$ cat config.mk
export PLATFORM = sky130hd
export DESIGN_NAME = microwave_cook_ctrl
export DESIGN_NICKNAME = d
export VERILOG_FILES = /design/src/rtl/microwave_cook_ctrl.sv
export SDC_FILE = /design/constraint.sdc
export NUM_CORES = 1
export LEC_CHECK = 0
export ABC_AREA = 1
export CELL_PAD_IN_SITES_DETAIL_PLACEMENT = 0
export CELL_PAD_IN_SITES_GLOBAL_PLACEMENT = 1
export CORE_AREA = 5 5 95 97
export CTS_CLUSTER_DIAMETER = 40
export CTS_CLUSTER_SIZE = 25
export DETAILED_ROUTE_END_ITERATION = 10
export DIE_AREA = 0 0 100 102
export PLACE_DENSITY_LB_ADDON = 0.1
export SLEW_MARGIN = 5
export SYNTH_ARGS = -nofsm -noshare
export SYNTH_HDL_FRONTEND = slang
export SYNTH_SLANG_ARGS = --single-unit
$ cat constraint.sdc
create_clock -name clk -period 3.35 [get_ports clk]
set_clock_uncertainty 0.1 [all_clocks]
set_input_delay 0.67 -clock clk [delete_from_list [all_inputs] [get_ports clk]]
set_output_delay 0.67 -clock clk [all_outputs]
set_load 0.02 [all_outputs]
$ cat src/rtl/microwave_cook_ctrl.sv
// Cook sequencer: timer, run/pause/done control, magnetron duty cycling and end-of-cook beeper.
// The magnetron enable is gated combinationally by door_open so the drive drops in the cycle the door opens.
module microwave_cook_ctrl #(
    parameter int TIME_W     = 13,
    parameter int MAX_TIME   = 5999,
    parameter int ADD_SEC    = 30,
    parameter int BEEP_TICKS = 3
) (
    input  logic              clk,
    input  logic              rst,
    input  logic              tick,
    input  logic              btn_start,
    input  logic              btn_stop,
    input  logic              btn_add,
    input  logic              door_open,
    input  logic [1:0]        mode,
    output logic              idle,
    output logic              start,
    output logic              magnetron_en,
    output logic              light_on,
    output logic              beep,
    output logic [TIME_W-1:0] time_left,
    output logic [2:0]        state
);
    // state   | meaning
    // IDLE    | no time set, mode selection permitted
    // SET     | time entered, waiting for start
    // COOK    | timer running, magnetron duty cycled by phase vs mode_q
    // PAUSE   | door opened or stop pressed while cooking, timer held
    // DONE    | cook finished, beeper sounding for BEEP_TICKS ticks
    typedef enum logic [2:0] {
        ST_IDLE  = 3'd0,
        ST_SET   = 3'd1,
        ST_COOK  = 3'd2,
        ST_PAUSE = 3'd3,
        ST_DONE  = 3'd4
    } state_t;

    localparam int BEEP_W = $clog2(BEEP_TICKS + 1);
    localparam logic [TIME_W-1:0] ADD_T  = TIME_W'(ADD_SEC);
    localparam logic [TIME_W-1:0] MAX_T  = TIME_W'(MAX_TIME);
    localparam logic [TIME_W:0]   ADD_X  = (TIME_W+1)'(ADD_SEC);
    localparam logic [TIME_W:0]   MAX_X  = (TIME_W+1)'(MAX_TIME);
    localparam logic [BEEP_W-1:0] BEEP_T = BEEP_W'(BEEP_TICKS);

    state_t              state_q, state_d;
    logic [TIME_W-1:0]   time_q, time_d;
    logic [1:0]          phase_q, phase_d;
    logic [1:0]          mode_q, mode_d;
    logic [BEEP_W-1:0]   beep_cnt_q, beep_cnt_d;
    logic [TIME_W:0]     add_sum, cook_sum;
    logic [TIME_W-1:0]   add_sat, cook_sat;
    logic                dec;

    // Sums are one bit wider than the timer so the saturation compare never sees a wrapped value.
    always_comb begin
        dec      = tick && (time_q != '0);
        add_sum  = {1'b0, time_q} + ADD_X;
        add_sat  = (add_sum > MAX_X) ? MAX_T : add_sum[TIME_W-1:0];
        cook_sum = {1'b0, time_q} + (btn_add ? ADD_X : '0) - {{TIME_W{1'b0}}, dec};
        cook_sat = (cook_sum > MAX_X) ? MAX_T : cook_sum[TIME_W-1:0];
    end

    always_comb begin
        state_d    = state_q;
        time_d     = time_q;
        phase_d    = phase_q;
        mode_d     = mode_q;
        beep_cnt_d = beep_cnt_q;
        case (state_q)
            ST_IDLE: begin
                if (btn_start && !door_open) begin
                    state_d = ST_COOK;
                    time_d  = ADD_T;
                    mode_d  = mode;
                    phase_d = 2'd0;
                end else if (btn_add) begin
                    state_d = ST_SET;
                    time_d  = ADD_T;
                end
            end
            ST_SET: begin
                if (btn_stop) begin
                    state_d = ST_IDLE;
                    time_d  = '0;
                end else if (btn_start && !door_open) begin
                    state_d = ST_COOK;
                    mode_d  = mode;
                    phase_d = 2'd0;
                end else if (btn_add) begin
                    time_d = add_sat;
                end
            end
            ST_COOK: begin
                if (door_open || btn_stop) begin
                    state_d = ST_PAUSE;
                end else if (btn_add || tick) begin
                    time_d = cook_sat;
                    if (tick) phase_d = phase_q + 2'd1;
                    if (cook_sat == '0) begin
                        state_d    = ST_DONE;
                        beep_cnt_d = '0;
                    end
                end
            end
            ST_PAUSE: begin
                if (btn_stop) begin
                    state_d = ST_IDLE;
                    time_d  = '0;
                end else if (btn_start && !door_open) begin
                    state_d = ST_COOK;
                    mode_d  = mode;
                end else if (btn_add) begin
                    time_d = add_sat;
                end
            end
            ST_DONE: begin
                if (door_open || btn_start || btn_stop || btn_add) begin
                    state_d    = ST_IDLE;
                    beep_cnt_d = '0;
                end else if (tick) begin
                    beep_cnt_d = beep_cnt_q + 1'b1;
                    if (beep_cnt_d == BEEP_T) begin
                        state_d    = ST_IDLE;
                        beep_cnt_d = '0;
                    end
                end
            end
            default: begin
                state_d = ST_IDLE;
                time_d  = '0;
            end
        endcase
    end

    always_ff @(posedge clk) begin
        if (rst) begin
            state_q    <= ST_IDLE;
            time_q     <= '0;
            phase_q    <= 2'd0;
            mode_q     <= 2'd0;
            beep_cnt_q <= '0;
        end else begin
            state_q    <= state_d;
            time_q     <= time_d;
            phase_q    <= phase_d;
            mode_q     <= mode_d;
            beep_cnt_q <= beep_cnt_d;
        end
    end

    assign state        = state_q;
    assign time_left    = time_q;
    assign idle         = (state_q == ST_IDLE) || (state_q == ST_SET);
    assign start        = (state_q == ST_COOK);
    assign magnetron_en = (state_q == ST_COOK) && !door_open && (phase_q <= mode_q);
    assign light_on     = door_open || (state_q == ST_COOK);
    assign beep         = (state_q == ST_DONE);
endmodule

After elaboration in Yosys (flattened, before gate mapping)
Index checks and enable logic that the tools add are counted.

Output and inout bits: 21. Bits of input ports: 9. Logic and storage cells: 95. Register bits after elaboration: 22.

Add/subtract/negate cells: 5. Bitwise logic cells: 1. Reduce and logical (&&, ||, !) cells: 24. Equality and inequality tests: 19. $lt $le $gt $ge: 3. Mux-type cells: 38.

Operators with widths (number): $mux W13 (9); $pmux W13 S4 (1); $mux W3 (10); $gt A14 B13 Y1 const B (2); $mux W2 (13); $ne A3 B1 Y1 const B (5); $add A13 B5 Y14 (1); $add A13 B5 Y14 const B (1); $sub A14 B1 Y14 (1); $logic_not A13 Y1 (1); $reduce_bool A13 Y1 (1); $pmux W3 S4 (1); $reduce_and A6 Y1 (2); $reduce_and A5 Y1 (2); $ne A2 B2 Y1 const B (4); $pmux W2 S2 (2); $logic_or A1 B1 Y1 (7); $eq A3 B2 Y1 const B (2); $ne A3 B3 Y1 const B (2); $pmux W2 S3 (1); $mux W5 (1); $add A2 B1 Y2 const B (2); $logic_and A1 B1 Y1 (4); $ne A2 B1 Y1 const B (2); other kinds (12) (13).

Depth between registers and ports, before layout
Word-level depth: 10. Mapped depth: 26. Gate-level depth less buffers: 26.

Worst setup path before layout
Ideal clock, no wire load.

Path type: reg2reg. Start point: register time_q[10], in the netlist time_left[10]. End point: register beep_cnt_q[1]. Stages on the path, launching flop included: 24. Setup time: 115 ps. Required time: 3135 ps. Path buffers: 0. Arrival time: 3156 ps. Period minus slack after synthesis: 3371 ps. Path slack: -21 ps. Cell sequence: dfxtp_1 > inv_1 > ha_1 > nand2_1 > nor3_1 > a31oi_1 > ha_1 > inv_1 > ha_1 > fa_1 > nand3_1 > nand2_2 > nand2_1 > nand3_1 > nand2_2 > nand2_1 > nor3_2 > nand3_2 > nand2_4 > nand4_4 > nand2_2 > nand2_1 > o21bai_2 > nor2_1.

Word-level cells in the longest chain between the ends: 8. Elaborated cells between the ends (all ways): 9. Those cells by class: add/sub (2); order compare (1); eq/ne (1); mux (1); reduce/logical (4).

Ends and longest elaborated chain: start: declaration (line 47) `logic [TIME_W-1:0] time_q, time_d;`; start signal: assignment (line 145) `time_q <= time_d;`; parallel branches: the longest is 2 deep, another holds $add A13 B5 Y14; $sub A14 B1 Y14 (*) (line 60) `cook_sum = {1'b0, time_q} + (btn_add ? ADD_X : '0) - {{TIME_W{1'b0}}, dec};`; $gt A14 B13 Y1 (line 61) `cook_sat = (cook_sum > MAX_X) ? MAX_T : cook_sum[TIME_W-1:0];`; $mux W13 (*) (line 61); $logic_not A13 Y1 (*) (line 100) `if (cook_sat == '0) begin`; $ne A2 B1 Y1 (no line) (*); $reduce_and A5 Y1 (no line) (*); end signal: assignment (line 148) `beep_cnt_q <= beep_cnt_d;`; end: declaration (line 50) `logic [BEEP_W-1:0] beep_cnt_q, beep_cnt_d;`.

Every way passes the cells marked *. A chain may end at the register's enable or synchronous reset.

Worst setup path after layout
Start point: register time_q[9], in the netlist time_left[9]. End point: register beep_cnt_q[1].

The elaborated chain is that of the path after synthesis.

==> out/qor.yml <==
critical_path.n_buffers_inverters: 2
die_area_mm2: 0.0102
run_status: "finished, final reports clean"
cts_buffers: 3
dieWidth_um: 100
initial_core_util_pct: 35.1
portBuffers: 29
htree_num_levels: 1
yosysWarningCount: 0
route.detailed.vias_per_inst: 4.86
timing.critical_path.max_delay_family: "simple AND/OR/NAND/NOR gates"
drt_iter0_markers: 145
layout_common_cells: "sky130_fd_sc_hd__nand2_1, sky130_fd_sc_hd__inv_1, sky130_fd_sc_hd__buf_4"
worst_setup_path_startpoint: "time_left[9]$_SDFFE_PP0P_"
reg2regPathDepth: 23
fin_nets: 588
yosys_register_bits: 22
worstReg2RegEnd: "beep_cnt_q[1]$_SDFFE_PP0P_"
fin_util_pct: 49.7
grt_use_total_pct: 18.0
timing.critical_path.from_type: "register"
hold_path.class: "reg2reg"
crit_path_top_delay_cell: "sky130_fd_sc_hd__fa_2"
timing.final.crit_share_pct: 98.2
regToRegStartpoint: "time_left[9]$_SDFFE_PP0P_"
detail_route.wl_per_cell_um: 14.0
critical_path_class: "reg2reg"
critPathMaxStageDelay_ns: 0.39
antenna_found_initial: 0
synth_compound_gate_area_share_pct: 13.9
synth.area.mux_share_pct: 0
first_pass_grt_wire_length_um: 14700
min-delay-start: "mode_q[1]$_SDFFE_PP0P_"
whs_path_depth: 2
clk-insertion-delay-late_ns: 0.27
wirelength_um: 9130
timing.slew.headroom_pct: 68.5
rrSetupSlack_ns: 0.06
number_of_sinks_on_the_clock_net: 22
num_vias: 3167
post_syn_nets: 503
ant_nets: 0
max_clock_freq_ghz: 0.304
rsz_0062_raised_after_global_routing: "true"
fp.coreArea_mm2: 0.00805
syn_to_final_growth_pct: 41.5
cp.required_ns: 3.42
max_slew_vio_count: 0
synthSimpleGateAreaFrac_pct: 40.2
setup_viol: 0
cts.reportedPaths.clkPinSlew_ns: 0.09
io_pins: 30
cts-hold-fix-buffers: 0
globalRouteOverflowTotal: 0
final_layout_size_suffix_gt1_share_pct: 33.6
final_hold_viol_count: 0
hold_end: "mode_q[1]$_SDFFE_PP0P_"
worst-slew-pin-transition_ns: 0.469
clock_tree_buf_depth: 2
diodes: 0
proportion_of_synthesized_chip_area_in_sequential_cells_pct: 15.6
fp.dieH_um: 102
worstPathCellList: "inv_2 -> ha_4 -> nand2_4 -> nor3_4 -> a31oi_1 -> ha_2 -> inv_2 -> ha_4 -> fa_2 -> nand3_4 -> nand2_4 -> nand3_4 -> nand4_1 -> nand2_2 -> nand2_4 -> nor2_4 -> nand3_4 -> nand2_4 -> nand4_4 -> nand2_4 -> nand2_4 -> o21bai_2 -> nor2_1"
grt_pass1_vias: 2893
place.detailed.hpwl_um: 7240
post_synth_instance_area_mm2: 0.00283
layout_commonest_cell: "sky130_fd_sc_hd__nand2_1"
grt_start_max_net_pins: 17
critical_path.endpoint_type: "register"
timing.max_cap.violations: 0
synthesis.area_per_instance_um2: 6.10
synth.distinct_cells: 40
gp_congestion: 0.854
synth-xor-area-share_pct: 3.41
tritoncts: "built"
rows: 33
cts-root-buf: "sky130_fd_sc_hd__clkbuf_8"
drc_errors: 0
worstPathArrival_ns: 3.36
finalWorstPathRequiredPeriod_ns: 3.29
synth_top_family_by_area: "simple AND/OR/NAND/NOR gates"
post_synth_inst_count: 463
synth_adder_area_share_pct: 14.0
drtPass1Iterations: 4
critPathMaxFanout: 4
crit_path_frequent_cell: "sky130_fd_sc_hd__nand2_4"
## routing by layer
layer / part of all wire (%) / up-vias / global-route usage, %
met4: 0.31 / 0 / 1.66
li1: - / 1647 / -
met5: 0 / - / 0
met2: 46 / 73 / 29.1
met3: 5.7 / 6 / 2.46
met1: 48 / 1441 / 26.4
## through the flow
| step | TNS (ns) | worst slack, ns | instance area (um2) | hold WS, ns | instances |
|---|---|---|---|---|---|
| finish | 0 | 0.0611 | 4000 | 0.360 | 652 |
| global route | -1.46 | -0.134 | 4000 | 0.400 | 652 |
| CTS | 0 | 0.00766 | 3730 | 0.364 | 647 |
| detailed placement | -8.38 | -0.576 | 3580 | 0.353 | 639 |
| global placement | -7.73 | -0.516 | 3580 | 0.352 | 639 |
| floorplan | 0 | 0.00250 | 2830 | 0.333 | 463 |
## synthesized netlist by cell type
cell                       instances  share of area [%]
sky130_fd_sc_hd__nor2_2            7                1.5
sky130_fd_sc_hd__a32oi_1           1               0.31
sky130_fd_sc_hd__o21ai_0          14                2.5
sky130_fd_sc_hd__fa_1              1               0.71
sky130_fd_sc_hd__buf_4             1               0.27
sky130_fd_sc_hd__a221oi_1          1               0.31
sky130_fd_sc_hd__xor2_1           10                3.1
sky130_fd_sc_hd__nand2_4           5                2.0
sky130_fd_sc_hd__o22ai_1           2               0.44
sky130_fd_sc_hd__inv_1            76                 10
sky130_fd_sc_hd__a211oi_1          1               0.27
sky130_fd_sc_hd__nand2_1         115                 15
sky130_fd_sc_hd__nand3_2           2               0.71
sky130_fd_sc_hd__nand3b_1          1               0.27
sky130_fd_sc_hd__a31oi_1           2               0.44
sky130_fd_sc_hd__buf_1             1               0.13
sky130_fd_sc_hd__nor3_2            3                1.1
sky130_fd_sc_hd__o211ai_1          1               0.27
sky130_fd_sc_hd__nand4_1           7                1.5
sky130_fd_sc_hd__nand4_4           1               0.75
sky130_fd_sc_hd__nand2_2          17                3.8
sky130_fd_sc_hd__and2_2            1               0.27
sky130_fd_sc_hd__nand3_1          34                6.0
sky130_fd_sc_hd__o21a_1            1               0.27
sky130_fd_sc_hd__a21oi_1          39                6.9
sky130_fd_sc_hd__a21boi_2          1               0.40
sky130_fd_sc_hd__nor2_1           28                3.7
sky130_fd_sc_hd__a21oi_2           1               0.31
sky130_fd_sc_hd__o21bai_2          2               0.80
sky130_fd_sc_hd__dfxtp_1          22                 16
sky130_fd_sc_hd__clkbuf_1          3               0.40
sky130_fd_sc_hd__nor4_1            1               0.22
sky130_fd_sc_hd__nor3_1            6                1.1
sky130_fd_sc_hd__o21ai_1           4               0.71
sky130_fd_sc_hd__nor2_4            2               0.80
sky130_fd_sc_hd__ha_1             30                 13
sky130_fd_sc_hd__or2_2             2               0.44
sky130_fd_sc_hd__nor4_4            1               0.75
sky130_fd_sc_hd__inv_2            15                2.0
sky130_fd_sc_hd__xnor2_1           1               0.31
## final cells by class
| type | count | area (um2) |
|---|---|---|
| Clock buffer | 4 | 55.1 |
| Fill cell | 864 | 4050 |
| Inverter | 91 | 342 |
| Multi-Input combinational cell | 345 | 2300 |
| Sequential cell | 22 | 453 |
| Tap cell | 105 | 131 |
| Timing Repair Buffer | 85 | 721 |
## cell families after synthesis
family                   Yosys count
AND/OR/NAND/NOR                  233
XOR/XNOR                          11
flip-flops                        22
buffers and inverters             96
adder cells (fa/ha/maj)           31
AO/OA/AOI/OAI                     70
## worst min-delay path: cells and delay by family (launching register included)
kind / cells / cell delay (ns)
compound gates: 1 / 0.06
buf+inv: 1 / 0.06
flops: 1 / 0.30
## state kept, by name, indices dropped and copies added, names as in the netlist
| name | flops |
|---|---|
| mode_q | 2 |
| state | 3 |
| time_left | 13 |
| phase_q | 2 |
| beep_cnt_q | 2 |
## worst max-delay path by stage
stage                                            end  slack (ns)  depth (start not counted)
after floorplan           beep_cnt_q[1]$_SDFFE_PP0P_       0.002                         23
after global placement    beep_cnt_q[1]$_SDFFE_PP0P_       -0.52                         19
after detailed placement  beep_cnt_q[1]$_SDFFE_PP0P_       -0.58                         20
after CTS                 beep_cnt_q[1]$_SDFFE_PP0P_       0.008                         24
after global routing      beep_cnt_q[1]$_SDFFE_PP0P_       -0.13                         23
final                     beep_cnt_q[1]$_SDFFE_PP0P_        0.06                         23
## repair_timing
action                                  in CTS  in global routing
endpoints found under the hold margin        0                  0
buffers inserted                             4                  5
pin swaps                                   14                 36
gates resized for setup                     19                 65
endpoints found under the setup margin      18                 17
Power is not shown: default switching activity piles up to over one toggle a cycle in this logic, so the estimate is an artifact.
